==> src/rtl/ones_count_pkg.sv <==
// Shared types and width helpers for the popcount / ones-count accumulation path.
// Latency: n/a (types and constant functions only).
// Backpressure: n/a.
package ones_count_pkg;

   // Frame FSM states of the accumulator
   typedef enum logic [1:0] {
      IDLE  = 2'd0,
      ACCUM = 2'd1,
      DONE  = 2'd2
   } state_t;

   // Width of a single-word ones count able to represent 0..n inclusive
   function automatic int cw_of(input int n);
      return $clog2(n) + 1;
   endfunction

   // Width of a frame total able to represent 0..n*f inclusive
   function automatic int tw_of(input int n, input int f);
      return $clog2(n * f + 1);
   endfunction

endpackage

==> src/rtl/ones_count_accum.sv <==
// Accumulates clamped per-word ones counts over a frame of frameLen beats; reports total/max/threshold flags.
// Latency: results valid 1 cycle after the last accepted beat; held until the out_valid/out_ready handshake.
// Backpressure: in_ready only in ACCUM; in DONE the block stalls until out_ready, accepting no new beats.
module ones_count_accum
   import ones_count_pkg::*;
#(
   parameter  int inCount  = 16,
   parameter  int frameLen = 8,
   localparam int CW       = cw_of(inCount),
   localparam int TW       = tw_of(inCount, frameLen)
) (
   input  logic          clk,
   input  logic          rst_n,
   input  logic          start,
   input  logic          abort,
   input  logic [TW-1:0] threshold,
   input  logic          in_valid,
   output logic          in_ready,
   input  logic [CW-1:0] count_in,
   output logic          out_valid,
   input  logic          out_ready,
   output logic [TW-1:0] total,
   output logic [CW-1:0] max_count,
   output logic          over_thresh,
   output logic          clamped,
   output logic          busy
);

   localparam int            BW        = $clog2(frameLen);
   localparam logic [BW-1:0] LAST_BEAT = BW'(frameLen - 1);
   localparam logic [CW-1:0] CLAMP_MAX = CW'(inCount);

   state_t        state_q, state_d;
   logic [TW-1:0] total_q, total_d;
   logic [CW-1:0] max_q, max_d;
   logic          clamped_q, clamped_d;
   logic          over_q, over_d;
   logic [BW-1:0] beat_q, beat_d;
   logic [TW-1:0] thresh_q, thresh_d;

   logic          open_frame;
   logic [CW-1:0] cnt_clamped;
   logic [TW-1:0] sum_next;

   // Next-state and datapath: beats fold into the running results; a new frame clears and samples threshold
   always_comb begin
      state_d     = state_q;
      total_d     = total_q;
      max_d       = max_q;
      clamped_d   = clamped_q;
      over_d      = over_q;
      beat_d      = beat_q;
      thresh_d    = thresh_q;
      open_frame  = 1'b0;

      cnt_clamped = (count_in > CLAMP_MAX) ? CLAMP_MAX : count_in;
      sum_next    = total_q + TW'(cnt_clamped);

      case (state_q)
         IDLE: begin
            if (start) begin
               open_frame = 1'b1;
            end
         end
         ACCUM: begin
            // abort wins over a beat presented in the same cycle
            if (abort) begin
               state_d = IDLE;
            end else if (in_valid) begin
               total_d = sum_next;
               if (cnt_clamped > max_q) begin
                  max_d = cnt_clamped;
               end
               if (count_in > CLAMP_MAX) begin
                  clamped_d = 1'b1;
               end
               if (beat_q == LAST_BEAT) begin
                  beat_d  = '0;
                  // compare against the total that includes this final beat
                  over_d  = (sum_next > thresh_q);
                  state_d = DONE;
               end else begin
                  beat_d = beat_q + 1'b1;
               end
            end
         end
         DONE: begin
            if (out_ready) begin
               if (start) begin
                  open_frame = 1'b1;
               end else begin
                  state_d = IDLE;
               end
            end
         end
         default: begin
            state_d = IDLE;
         end
      endcase

      if (open_frame) begin
         state_d   = ACCUM;
         total_d   = '0;
         max_d     = '0;
         clamped_d = 1'b0;
         over_d    = 1'b0;
         beat_d    = '0;
         thresh_d  = threshold;
      end
   end

   // State and result registers; reset drops any frame in flight
   always_ff @(posedge clk or negedge rst_n) begin
      if (!rst_n) begin
         state_q   <= IDLE;
         total_q   <= '0;
         max_q     <= '0;
         clamped_q <= 1'b0;
         over_q    <= 1'b0;
         beat_q    <= '0;
         thresh_q  <= '0;
      end else begin
         state_q   <= state_d;
         total_q   <= total_d;
         max_q     <= max_d;
         clamped_q <= clamped_d;
         over_q    <= over_d;
         beat_q    <= beat_d;
         thresh_q  <= thresh_d;
      end
   end

   assign in_ready    = (state_q == ACCUM);
   assign busy        = (state_q == ACCUM);
   assign out_valid   = (state_q == DONE);
   assign total       = total_q;
   assign max_count   = max_q;
   assign over_thresh = over_q;
   assign clamped     = clamped_q;

endmodule

==> config.mk <==
export PLATFORM = sky130hd
export DESIGN_NAME = ones_count_accum
export DESIGN_NICKNAME = d
export VERILOG_FILES = /design/src/rtl/ones_count_pkg.sv /design/src/rtl/ones_count_accum.sv
export SDC_FILE = /design/constraint.sdc
export NUM_CORES = 1
export LEC_CHECK = 0
export CAP_MARGIN = 0
export CORE_ASPECT_RATIO = 0.8
export CORE_UTILIZATION = 40
export CTS_CLUSTER_DIAMETER = 150
export DETAILED_ROUTE_END_ITERATION = 10
export PLACE_DENSITY = 0.66
export SKIP_CTS_REPAIR_TIMING = 1
export SKIP_LAST_GASP = 1
export SYNTH_ARGS = -nofsm -noshare
export SYNTH_HDL_FRONTEND = slang
export SYNTH_SLANG_ARGS = --single-unit
==> constraint.sdc <==
create_clock -name clk -period 2.8 [get_ports clk]
set_input_delay 0.42 -clock clk [delete_from_list [all_inputs] [get_ports clk]]
set_output_delay 0.42 -clock clk [all_outputs]
set_load 0.1 [all_outputs]
# --- Word-level counts from Yosys, hierarchy flattened ---
# Index checks and enable logic that the tools add are counted.
totals:
  register_bits: 28
  inputBits: 19
op_classes:
  add_sub_neg: 2
  n_lt_le_gt_ge: 3
  eq_ne: 9
  n_mux: 35
  n_reduce_logical: 11
op_table:
  columns: ["operator", "count"]
  rows:
  - ["8-bit two-way mux", 4]
  - ["5-bit two-way mux", 6]
  - ["3-bit two-way mux", 5]
  - ["1-bit two-way mux", 12]
  - ["2-bit two-way mux", 6]
  - ["4-bit AND reduction", 3]
  - ["2-bit nonzero test", 5]
  - ["8-bit by 5-bit adder with 8-bit output", 1]
  - ["8-bit > comparator", 1]
  - ["2-bit one-hot mux with 3 select lines", 1]
  - ["5-bit > comparator", 1]
  - ["5-bit > comparator (second input constant)", 1]
  - ["5-bit AND reduction", 1]
  - ["4-bit by 2-bit inequality test with 1-bit output (second input constant)", 1]
  - ["4-bit by 3-bit inequality test with 1-bit output (second input constant)", 1]
  - ["3-bit by 1-bit adder with 3-bit output (second input constant)", 1]
  - ["3-bit equality test (second input constant)", 1]
  - ["3-bit by 1-bit inequality test with 1-bit output (second input constant)", 1]
  - ["3-bit by 2-bit inequality test with 1-bit output (second input constant)", 1]
  - ["3-bit AND reduction", 1]
  - ["2-bit by 1-bit equality test with 1-bit output (second input constant)", 1]
  - ["2-bit equality test (second input constant)", 1]
  - ["2-bit zero test", 1]
  - ["2-bit by 1-bit inequality test with 1-bit output (second input constant)", 1]
  - ["other kinds (2)", 2]

# --- Depth between registers and ports, before layout ---
# Gate-level depths: netlist of run 1.
logic_depth:
  word_depth: 9
  ltp_mapped: 14
  mapped_depth_nobuf: 14

# --- Worst setup path before layout of run 1 ---
# OpenSTA, ideal clock, no wires.
synth_path:
  path_kind: "register to register"
  startpoint: "reg total_q[3], in the netlist total[3]"
  endpoint: "reg over_q, in the netlist over_thresh"
  setup_ns: 0.124
  arrival_ns: 2.964
  required_ns: 2.676
  slack_ns: -0.288
  path_stages_with_launch: 10
  path_buffers: 0
  synth_period_minus_slack_ns: 3.088
  path_cell_list: "dfrtp_1 ha_1 or3_2 o221ai_2 nor2_1 xor2_1 ha_1 a21oi_1 nand3_1 o31a_1"
synth_via:
  elab_chain_len: 7
synth_rtl:
  columns: ["element", "line_no", "rtl"]
  rows:
  - ["start, declared", "ones_count_accum.sv:34", "logic [TW-1:0] total_q, total_d;"]
  - ["start signal, assigned", "ones_count_accum.sv:124", "total_q <= total_d;"]
  - ["8-bit by 5-bit adder with 8-bit output", "ones_count_accum.sv:57", "sum_next = total_q + TW'(cnt_clamped);"]
  - ["8-bit > comparator", "ones_count_accum.sv:80", "over_d = (sum_next > thresh_q);"]
  - ["1-bit two-way mux", "ones_count_accum.sv:77", "if (beat_q == LAST_BEAT) begin"]
  - ["1-bit two-way mux", "ones_count_accum.sv:69", "end else if (in_valid) begin"]
  - ["1-bit two-way mux", "ones_count_accum.sv:67", "if (abort) begin"]
  - ["1-bit two-way mux", "ones_count_accum.sv:59", "case (state_q)"]
  - ["1-bit two-way mux", "ones_count_accum.sv:101", "if (open_frame) begin"]
  - ["end signal, assigned", "ones_count_accum.sv:127", "over_q <= over_d;"]
  - ["end, declared", "ones_count_accum.sv:37", "logic over_q, over_d;"]
# Every way passes these cells. The select of a mux whose other input is x is not followed.
# A chain may end at the register's enable or synchronous reset.

# --- Final worst setup path of run 1 ---
layout_path:
  startpoint: "reg total_q[0], in the netlist total[0]"
  endpoint: "reg over_q, in the netlist over_thresh"
# Same word-level chain as after synthesis.

==> results of run 1 <==
power by group:
group	leakage [nW]	switching (mW)	internal (mW)
logic	0.848	0.453	0.258
clock network	0.0288	0.127	0.126
registers	0.362	0.0405	0.462
worst paths after layout:
kind | start | endpoint | slack, ns
max | total[0]$_DFFE_PN0P_ | over_thresh$_DFFE_PN0P_ | 0.12
min | count_in[4] | clamped$_DFFE_PN0P_ | 0.44
max reg2reg | total[0]$_DFFE_PN0P_ | over_thresh$_DFFE_PN0P_ | 0.12
min reg2reg | beat_q[0]$_DFFE_PN0P_ | beat_q[0]$_DFFE_PN0P_ | 0.51
max in group asynchronous | rst_n | total[0]$_DFFE_PN0P_ | 1.98
min in group asynchronous | rst_n | max_count[2]$_DFFE_PN0P_ | 0.52
logic make-up (layout without fill, tap and decap cells):
group / Yosys count / count (layout) / synth area share [%]
fa+ha+maj: 19 / 19 / 13.3
buf+inv: 25 / 86 / 5.49
simple gates: 74 / 74 / 21.6
xor+xnor: 8 / 8 / 3.80
flops: 28 / 28 / 38.0
mux: 1 / 1 / 0.542
compound gates: 48 / 48 / 17.4
registers in the layout (all words and copies together) (netlist names):
name / flops
max_count: 5
clamped: 1
over_thresh: 1
total: 8
thresh_q: 8
beat_q: 3
state_q: 2
cell type report:
class / instances / area (um2) / area share [%]
inverter: 17 / 63.8 / 2.53
tap: 57 / 71.3 / 2.83
clock buffer: 4 / 55.1 / 2.18
multi-input combinational: 150 / 1080 / 43.0
timing repair buffer: 65 / 538 / 21.3
sequential: 28 / 709 / 28.1
metrics by stage:
| stage | setup TNS [ns] | hold WS [ns] | utilization [%] |
|---|---|---|---|
| floorplan | 0 | 0.124 | - |
| global placement | -0.565 | 0.486 | 56.0 |
| detailed placement | -0.620 | 0.488 | 56.0 |
| CTS | -0.311 | 0.505 | 57.3 |
| global route | -0.0144 | 0.474 | 58.5 |
| finish | 0 | 0.441 | 58.5 |
routing by layer:
metal,vias up,global-route usage (%)
met3,2,4.09
met5,-,0
met1,784,30.7
met2,40,30.2
met4,0,2.78
li1,833,-
tightest hold or removal path: stages:
cell	delay, ns
buf_4	0.11
a31oi_1	0.07
nor2_1	0.08
placed cells by master (no fill, tap or decap), types with 2 or more instances in the layout:
| master | n |
|---|---|
| o21ai_0 | 16 |
| dlymetal6s2s_1 | 3 |
| and3b_1 | 2 |
| clkbuf_8 | 4 |
| o31ai_1 | 2 |
| dfrtp_1 | 23 |
| ha_1 | 16 |
| inv_1 | 17 |
| xor2_1 | 4 |
| clkdlybuf4s50_1 | 14 |
| ha_4 | 2 |
| xnor2_1 | 4 |
| nand2_1 | 31 |
| a21oi_1 | 10 |
| nor2_1 | 6 |
| nor2b_1 | 2 |
| nand3_1 | 12 |
| buf_4 | 48 |
| and2b_2 | 3 |
| o22ai_1 | 2 |
| o211ai_1 | 2 |
| nand4_1 | 3 |
| dfrtp_2 | 4 |
| a31oi_1 | 2 |
| nand2b_1 | 3 |
| nand4b_1 | 2 |
| or4_1 | 2 |
| a21oi_2 | 2 |
==> metrics.txt, run 1 <==
first-pass GRT wire length=7710 um; Post-synth top flop=dfrtp_1; Tot GR Track Use=20.2%; pre-CTS setup slack=-0.620 ns; sequential area share after synthesis=38.0%; initial antenna violation count=0; RSZ-0062 raised after global routing=yes; Hold Crit Class=in -> reg; vias in the first global route=1606; clk_lat worst skew=0.28 ns; drt drc=0; WP depth=11; worst path cell trace=ha_4 -> fa_2 -> buf_4 -> buf_4 -> xnor2_1 -> xnor2_1 -> ha_1 -> o21a_1 -> o21ai_0 -> a21oi_1 -> o31a_1; Max transition margin=71.4%; synthesized flop and latch total=28; remaining antenna violation count=0; final worst-path cycle share=95.9%; skew final=0.00513 ns; Pleak=1.24 nW; final hold violation count=0; ANT cells=0; fillers=411; routed wl met2=1910 um; IO Port Bufs=36; clock root cell=clkbuf_8; M1 WL=2350 um; die span in y=62.8 um; Routed WL per cell=14.0 um; CP Launch Type=register; area share of the largest cell type after synthesis=38.0%; htree depth=1; maximum vdd ir drop=0.453 mV; Post-Synthesis Cell Area=0.00185 mm2; share of layout cells above drive strength 1=28.8%; gp weighted congestion=0.876; hold-critical path depth=3; final cell count without fillers=321; MaxCap Viol Count=0; Synth top cells by count=31 x nand2_1, 28 x dfrtp_1, 18 x ha_1; total power=1.47 mW; CTS tree=yes; Critical Path Fanout Max=3; Rows=21; met3 wire length=224 um; TritonCTS Buffers=3; Arr. time, crit path=2.86 ns; slowest cell on the critical path=dfrtp_4; Iter 0 DRT Violations=94; Final HPWL DP=3430 um; DR vias=1659; crit path kind=reg -> reg; FMAX=372 MHz; count leader, synth=nand2_1; Synth Warn #=0; starting density of the core=42.8%; largest net degree at the start of global routing=29; Finished Cell Area=0.00252 mm2; post-synth top area cell=dfrtp_1; Area growth, synth to finish=36.7%; drt first pass iters=4; WP data required=2.97 ns; GR Overflow Total=0; Tmin final=2.68 ns; fin worst setup slack=0.115 ns; Via density=5.17; Placed Area=0.00241 mm2; nets=303; core area=0.00431 mm2; Die ar.=0.00489 mm2; CP top delay family=adder cells; Setup Viol. Count Final=0; CTS clk-pin slew, worst paths=0.10 ns; max-slew violations=0; CP peak stage delay=0.51 ns; share of synthesized registers carrying an async set or reset=100%; Post-Syn Nets=241; clk sinks=28; Worst Max-Slew Pin Slew=0.430 ns; Mapped Avg Cell Area=9.09 um2; highest routed layer=met4; power per cell area=581 mW/mm2; io pins=37; Yosys cell types=45; Post-synth EDFFs=0; Worst Path Buf+Inv=2; final wirelength=4500 um; clk buf depth=2; status=finished clean; Gate Count Post-Synth=203; FF-to-FF path depth=11; largest cells by area after synthesis=dfrtp_1 38%, ha_1 12%, nand2_1 6.3%; critical path capture point type=register; Die Wd=77.9 um; post-placement cell count=315
Power figures use the tool's default switching activity.
==> inputs of run 2 (changes only) <==
Settings changed: CORE_MARGIN set to 5.
==> metrics.txt, run 2 (same netlist as run 1, synthesis figures left out) <==
drt first pass iters=4 (unchanged); final worst-path cycle share=95.8% (about the same); maximum vdd ir drop=0.345 mV (-24%); largest net degree at the start of global routing=17 (-41%); Critical Path Fanout Max=5 (+2); total power=1.46 mW (-0.29%); first-pass GRT wire length=7820 um (+1.4%); status=finished clean; Die ar.=0.00608 mm2 (+24%); final wirelength=4730 um (+5.1%); IO Port Bufs=36 (unchanged); Setup Viol. Count Final=0 (unchanged); io pins=37 (unchanged); CTS tree=yes; clk buf depth=2 (unchanged); clk_lat worst skew=0.27 ns (about the same); ANT cells=0 (unchanged); CP Launch Type=primary input; slowest cell on the critical path=fa_2; Routed WL per cell=14.5 um (+3.5%); WP data required=2.96 ns (about the same); pre-CTS setup slack=-0.580 ns (+0.0406 ns); CP peak stage delay=0.37 ns (-0.14 ns); Crit path top cell by count=o211ai_1; max-slew violations=0 (unchanged); most common cell after layout, fill and taps aside=buf_4; vias in the first global route=1640 (+2.1%); core area=0.00451 mm2 (+4.8%); drt drc=0 (unchanged); starting density of the core=40.9% (-1.9 points); post-placement cell count=317 (+0.63%); DR vias=1674 (+0.90%); Pleak=1.25 nW (+0.62%); die span in y=70.8 um (+13%); clock root cell=clkbuf_8; met3 wire length=296 um (+32%); clk sinks=28 (unchanged); FMAX=373 MHz (about the same); critical path capture point type=register; Rows=22 (+4.8%); reg-to-reg slack, setup=0.12 ns (about the same); Final HPWL DP=3720 um (+8.5%); Die Wd=85.9 um (+10%); Hold Crit Class=in -> async; MaxCap Viol Count=0 (unchanged); Tmin final=2.68 ns (-0.000995 ns); CTS clk-pin slew, worst paths=0.10 ns (about the same); Arr. time, crit path=2.84 ns (-0.02 ns); power per cell area=576 mW/mm2 (-0.88%); commonest non-fill, non-tap cells in the layout=49 x buf_4, 31 x nand2_1, 23 x dfrtp_1; final cell count without fillers=326 (+1.6%); Iter 0 DRT Violations=56 (-40%); fillers=429 (+4.4%); skew final=0.00565 ns (+0.000522 ns); Max transition margin=60.8% (-11 points); GR Overflow Total=0 (unchanged); Worst Max-Slew Pin Slew=0.586 ns (+0.157 ns); htree depth=1 (unchanged); nets=305 (+0.66%); Via density=5.13 (-0.64%); M1 WL=2270 um (-3.6%); Worst Path Buf+Inv=1 (-1); TritonCTS Buffers=3 (unchanged); fin worst setup slack=0.116 ns (+0.000995 ns); initial antenna violation count=0 (unchanged); CP top delay family=compound AO/OA/AOI/OAI gates; highest routed layer=met4; remaining antenna violation count=0 (unchanged); Area growth, synth to finish=37.5%; crit path kind=in -> reg; share of layout cells above drive strength 1=29.3% (+0.54 points); final hold violation count=0 (unchanged); routed wl met2=2160 um (+13%); gp weighted congestion=0.917 (+4.8%); Tot GR Track Use=15.9% (-4.3 points); worst path cell trace=clkbuf_2 -> and2b_2 -> ha_4 -> fa_2 -> a31oi_1 -> o211ai_1 -> a21oi_2 -> nor2_1 -> xor2_1 -> ha_1 -> nand4_1 -> o211ai_1 -> a21oi_1 -> o31a_1
-- run 2: layout make-up --
type                            count  area, um2  share of cell area (%)
Multi-Input combinational cell    150       1090                    43.1
Clock buffer                        4       45.0                    1.78
Sequential cell                    28        709                    28.0
Timing Repair Buffer               67        551                    21.7
Tap cell                           60       75.1                    2.96
Inverter                           17       63.8                    2.51
-- run 2: layer usage --
metal  vias up  track usage, %
met1       783            23.6
met4         0            3.51
met2        51            23.5
li1        838               -
met3         2            3.49
met5         -               0
-- run 2: path summary, 6_finish.rpt --
check	start	end	depth (start not counted)
setup reg to reg	total[0]$_DFFE_PN0P_	over_thresh$_DFFE_PN0P_	12
hold / removal	rst_n	total[7]$_DFFE_PN0P_	1
setup / recovery	count_in[4]	over_thresh$_DFFE_PN0P_	14
max in group asynchronous	rst_n	total[2]$_DFFE_PN0P_	2
hold reg to reg	beat_q[0]$_DFFE_PN0P_	beat_q[0]$_DFFE_PN0P_	1
min in group clk	beat_q[0]$_DFFE_PN0P_	beat_q[0]$_DFFE_PN0P_	1
-- run 2: per-stage QoR --
step	TNS, ns	hold WS (ns)	area (um2)	utilization (%)
6_report	0	0.507	2540	56.2
5_1_grt	-0.0514	0.519	2540	56.2
4_1_cts	-0.301	0.514	2450	54.4
3_5_place_dp	-0.580	0.493	2410	53.4
3_3_place_gp	-0.513	0.485	2410	53.4
2_1_floorplan	0	0.124	1850	-
-- run 2: report_power, final --
group	leakage, nW	switching (mW)	internal (mW)
clock	0.0228	0.124	0.102
combinational	0.861	0.470	0.262
sequential	0.362	0.0411	0.462
total	1.25	0.635	0.827
-- run 2: worst reg2reg max path, cell delays in order, from the launching register on --
cell,delay [ns]
dfrtp_4,0.51
ha_4,0.18
fa_2,0.37
a31oi_1,0.17
o211ai_1,0.15
a21oi_2,0.19
nor2_1,0.08
xor2_1,0.14
ha_1,0.32
nand4_1,0.08
o211ai_1,0.18
a21oi_1,0.09
o31a_1,0.11
==> inputs of run 3 (changes only) <==
Settings changed: CTS_CLUSTER_DIAMETER 150 to not set, PLACE_DENSITY 0.66 to 0.76.
==> metrics.txt, run 3 (same netlist as run 1, synthesis figures left out) <==
nets=302 (-0.98%); vias in the first global route=1546 (-5.7%); CP top delay family=compound AO/OA/AOI/OAI gates; Critical Path Fanout Max=3 (-2); Worst Path Buf+Inv=0 (-1); Worst Max-Slew Pin Slew=0.542 ns (-0.0440 ns); first-pass GRT wire length=7380 um (-5.6%); drt drc=0 (unchanged); WP data required=3.02 ns (+0.06 ns); htree depth=1 (unchanged); TNS Setup=0 ns (unchanged); Clk pwr share=17.2% (+1.8 points); Iter 0 DRT Violations=121 (+120%); Hold Crit Class=in -> async; clk_lat worst skew=0.28 ns (about the same); TritonCTS Buffers=3 (unchanged); Worst R2R Start=total[0]$_DFFE_PN0P_; max-slew violations=0 (unchanged); maximum vdd ir drop=0.305 mV (-12%); Pleak=1.24 nW (-0.54%); slowest cell on the critical path=dfrtp_4; CTS clk-pin slew, worst paths=0.10 ns (about the same); MaxCap Viol Count=0 (unchanged); Area growth, synth to finish=39.0%; crit path kind=reg -> reg; starting density of the core=40.9% (unchanged); drt first pass iters=4 (unchanged); final cell count without fillers=323 (-0.92%); fillers=392 (-8.6%); Sequential Power Share=33.5% (-0.9 points); Tot GR Track Use=15.0% (-0.84 points); internal power=851 uW (+3.0%); final worst-path cycle share=98.1% (+2.3 points); CTS tree=yes; clk buf depth=2 (unchanged); worst path cell trace=ha_4 -> fa_2 -> a31oi_1 -> o211ai_1 -> a21oi_2 -> nor2_1 -> xor2_1 -> ha_1 -> nand4_1 -> o211ai_1 -> a21oi_1 -> o31a_1; Rows=22 (unchanged); ANT cells=0 (unchanged); Logic pwr share=49.3% (-0.8 points); largest net degree at the start of global routing=22 (+5); Switching Fraction=43.1% (-0.30 points); Die ar.=0.00608 mm2 (unchanged); post-placement cell count=316 (-0.32%); status=finished clean; switching pwr=646 uW (+1.7%); final wirelength=4820 um (+1.8%); CP peak stage delay=0.51 ns (+0.14 ns); GR Overflow Total=0 (unchanged); DR vias=1686 (+0.72%); skew final=0.000981 ns (-0.00467 ns); IO Port Bufs=36 (unchanged); core area=0.00451 mm2 (unchanged); io pins=37 (unchanged); gp weighted congestion=0.926 (+0.93%); Arr. time, crit path=2.97 ns (+0.13 ns); final hold violation count=0 (unchanged); reg-to-reg slack, setup=0.05 ns (-0.06 ns); remaining antenna violation count=0 (unchanged); most common cell after layout, fill and taps aside=buf_4; Final HPWL DP=3570 um (-3.9%); CP Launch Type=register; Crit path top cell by count=o211ai_1; commonest non-fill, non-tap cells in the layout=46 x buf_4, 31 x nand2_1, 23 x dfrtp_1; Critical R2R Capture=over_thresh$_DFFE_PN0P_; Setup Viol. Count Final=0 (unchanged); clk sinks=28 (unchanged); initial antenna violation count=0 (unchanged); FF-to-FF path depth=12 (unchanged); Tmin final=2.75 ns (+0.0637 ns); Routed WL per cell=14.9 um (+2.7%); Die Wd=85.9 um (unchanged); Placed Area=0.00240 mm2 (-0.31%); critical path capture point type=register; die span in y=70.8 um (unchanged); Finished Cell Area=0.00256 mm2 (+1.1%); power per cell area=584 mW/mm2 (+1.3%); FMAX=364 MHz (-2.3%); Max transition margin=63.7% (+2.9 points); Via density=5.22 (+1.7%); share of layout cells above drive strength 1=30.4% (+1.1 points); total power=1.50 mW (+2.4%); clock root cell=clkbuf_8
run 3: worst max-delay path by stage:
stage | from | endpoint | cells after the start
after floorplan | total[0]$_DFFE_PN0P_ | over_thresh$_DFFE_PN0P_ | 12
after global placement | count_in[4] | over_thresh$_DFFE_PN0P_ | 14
after detailed placement | count_in[4] | over_thresh$_DFFE_PN0P_ | 15
after CTS | count_in[4] | over_thresh$_DFFE_PN0P_ | 15
after global routing | total[0]$_DFFE_PN0P_ | over_thresh$_DFFE_PN0P_ | 12
final | total[0]$_DFFE_PN0P_ | over_thresh$_DFFE_PN0P_ | 12
run 3: metrics by stage:
step / worst slack (ns) / util (%) / hold slack [ns]
after CTS: -0.324 / 54.4 / 0.496
after global placement: -0.517 / 53.2 / 0.470
after detailed placement: -0.582 / 53.2 / 0.474
after floorplan: 0.00476 / - / 0.124
final: 0.0525 / 56.8 / 0.482
after global routing: -0.0417 / 56.8 / 0.518
run 3: per-layer routing:
| layer | vias up | part of all wire [%] | track usage (%) |
|---|---|---|---|
| met5 | - | 0 | 0 |
| met4 | 0 | 2.5 | 3.34 |
| met3 | 12 | 6.6 | 4.07 |
| met2 | 54 | 45 | 23.3 |
| met1 | 786 | 46 | 21.0 |
| li1 | 834 | - | - |
run 3: area by class of cell:
cell class / instances / area (um2) / area share [%]
Multi-Input combinational cell: 150 / 1130 / 44.2
Clock buffer: 4 / 55.1 / 2.15
Sequential cell: 28 / 709 / 27.7
Tap cell: 60 / 75.1 / 2.93
Timing Repair Buffer: 64 / 528 / 20.6
Inverter: 17 / 63.8 / 2.49
run 3: power groups by stage:
| stage | logic (mW) | registers, mW | clock network (mW) |
|---|---|---|---|
| CTS | 0.693 | 0.501 | 0.259 |
| global placement | 0.682 | 0.507 | 0 |
| global route | 0.798 | 0.511 | 0.279 |
| detailed placement | 0.691 | 0.508 | 0 |
| floorplan | 0.303 | 0.680 | 0 |
| finish | 0.737 | 0.502 | 0.258 |
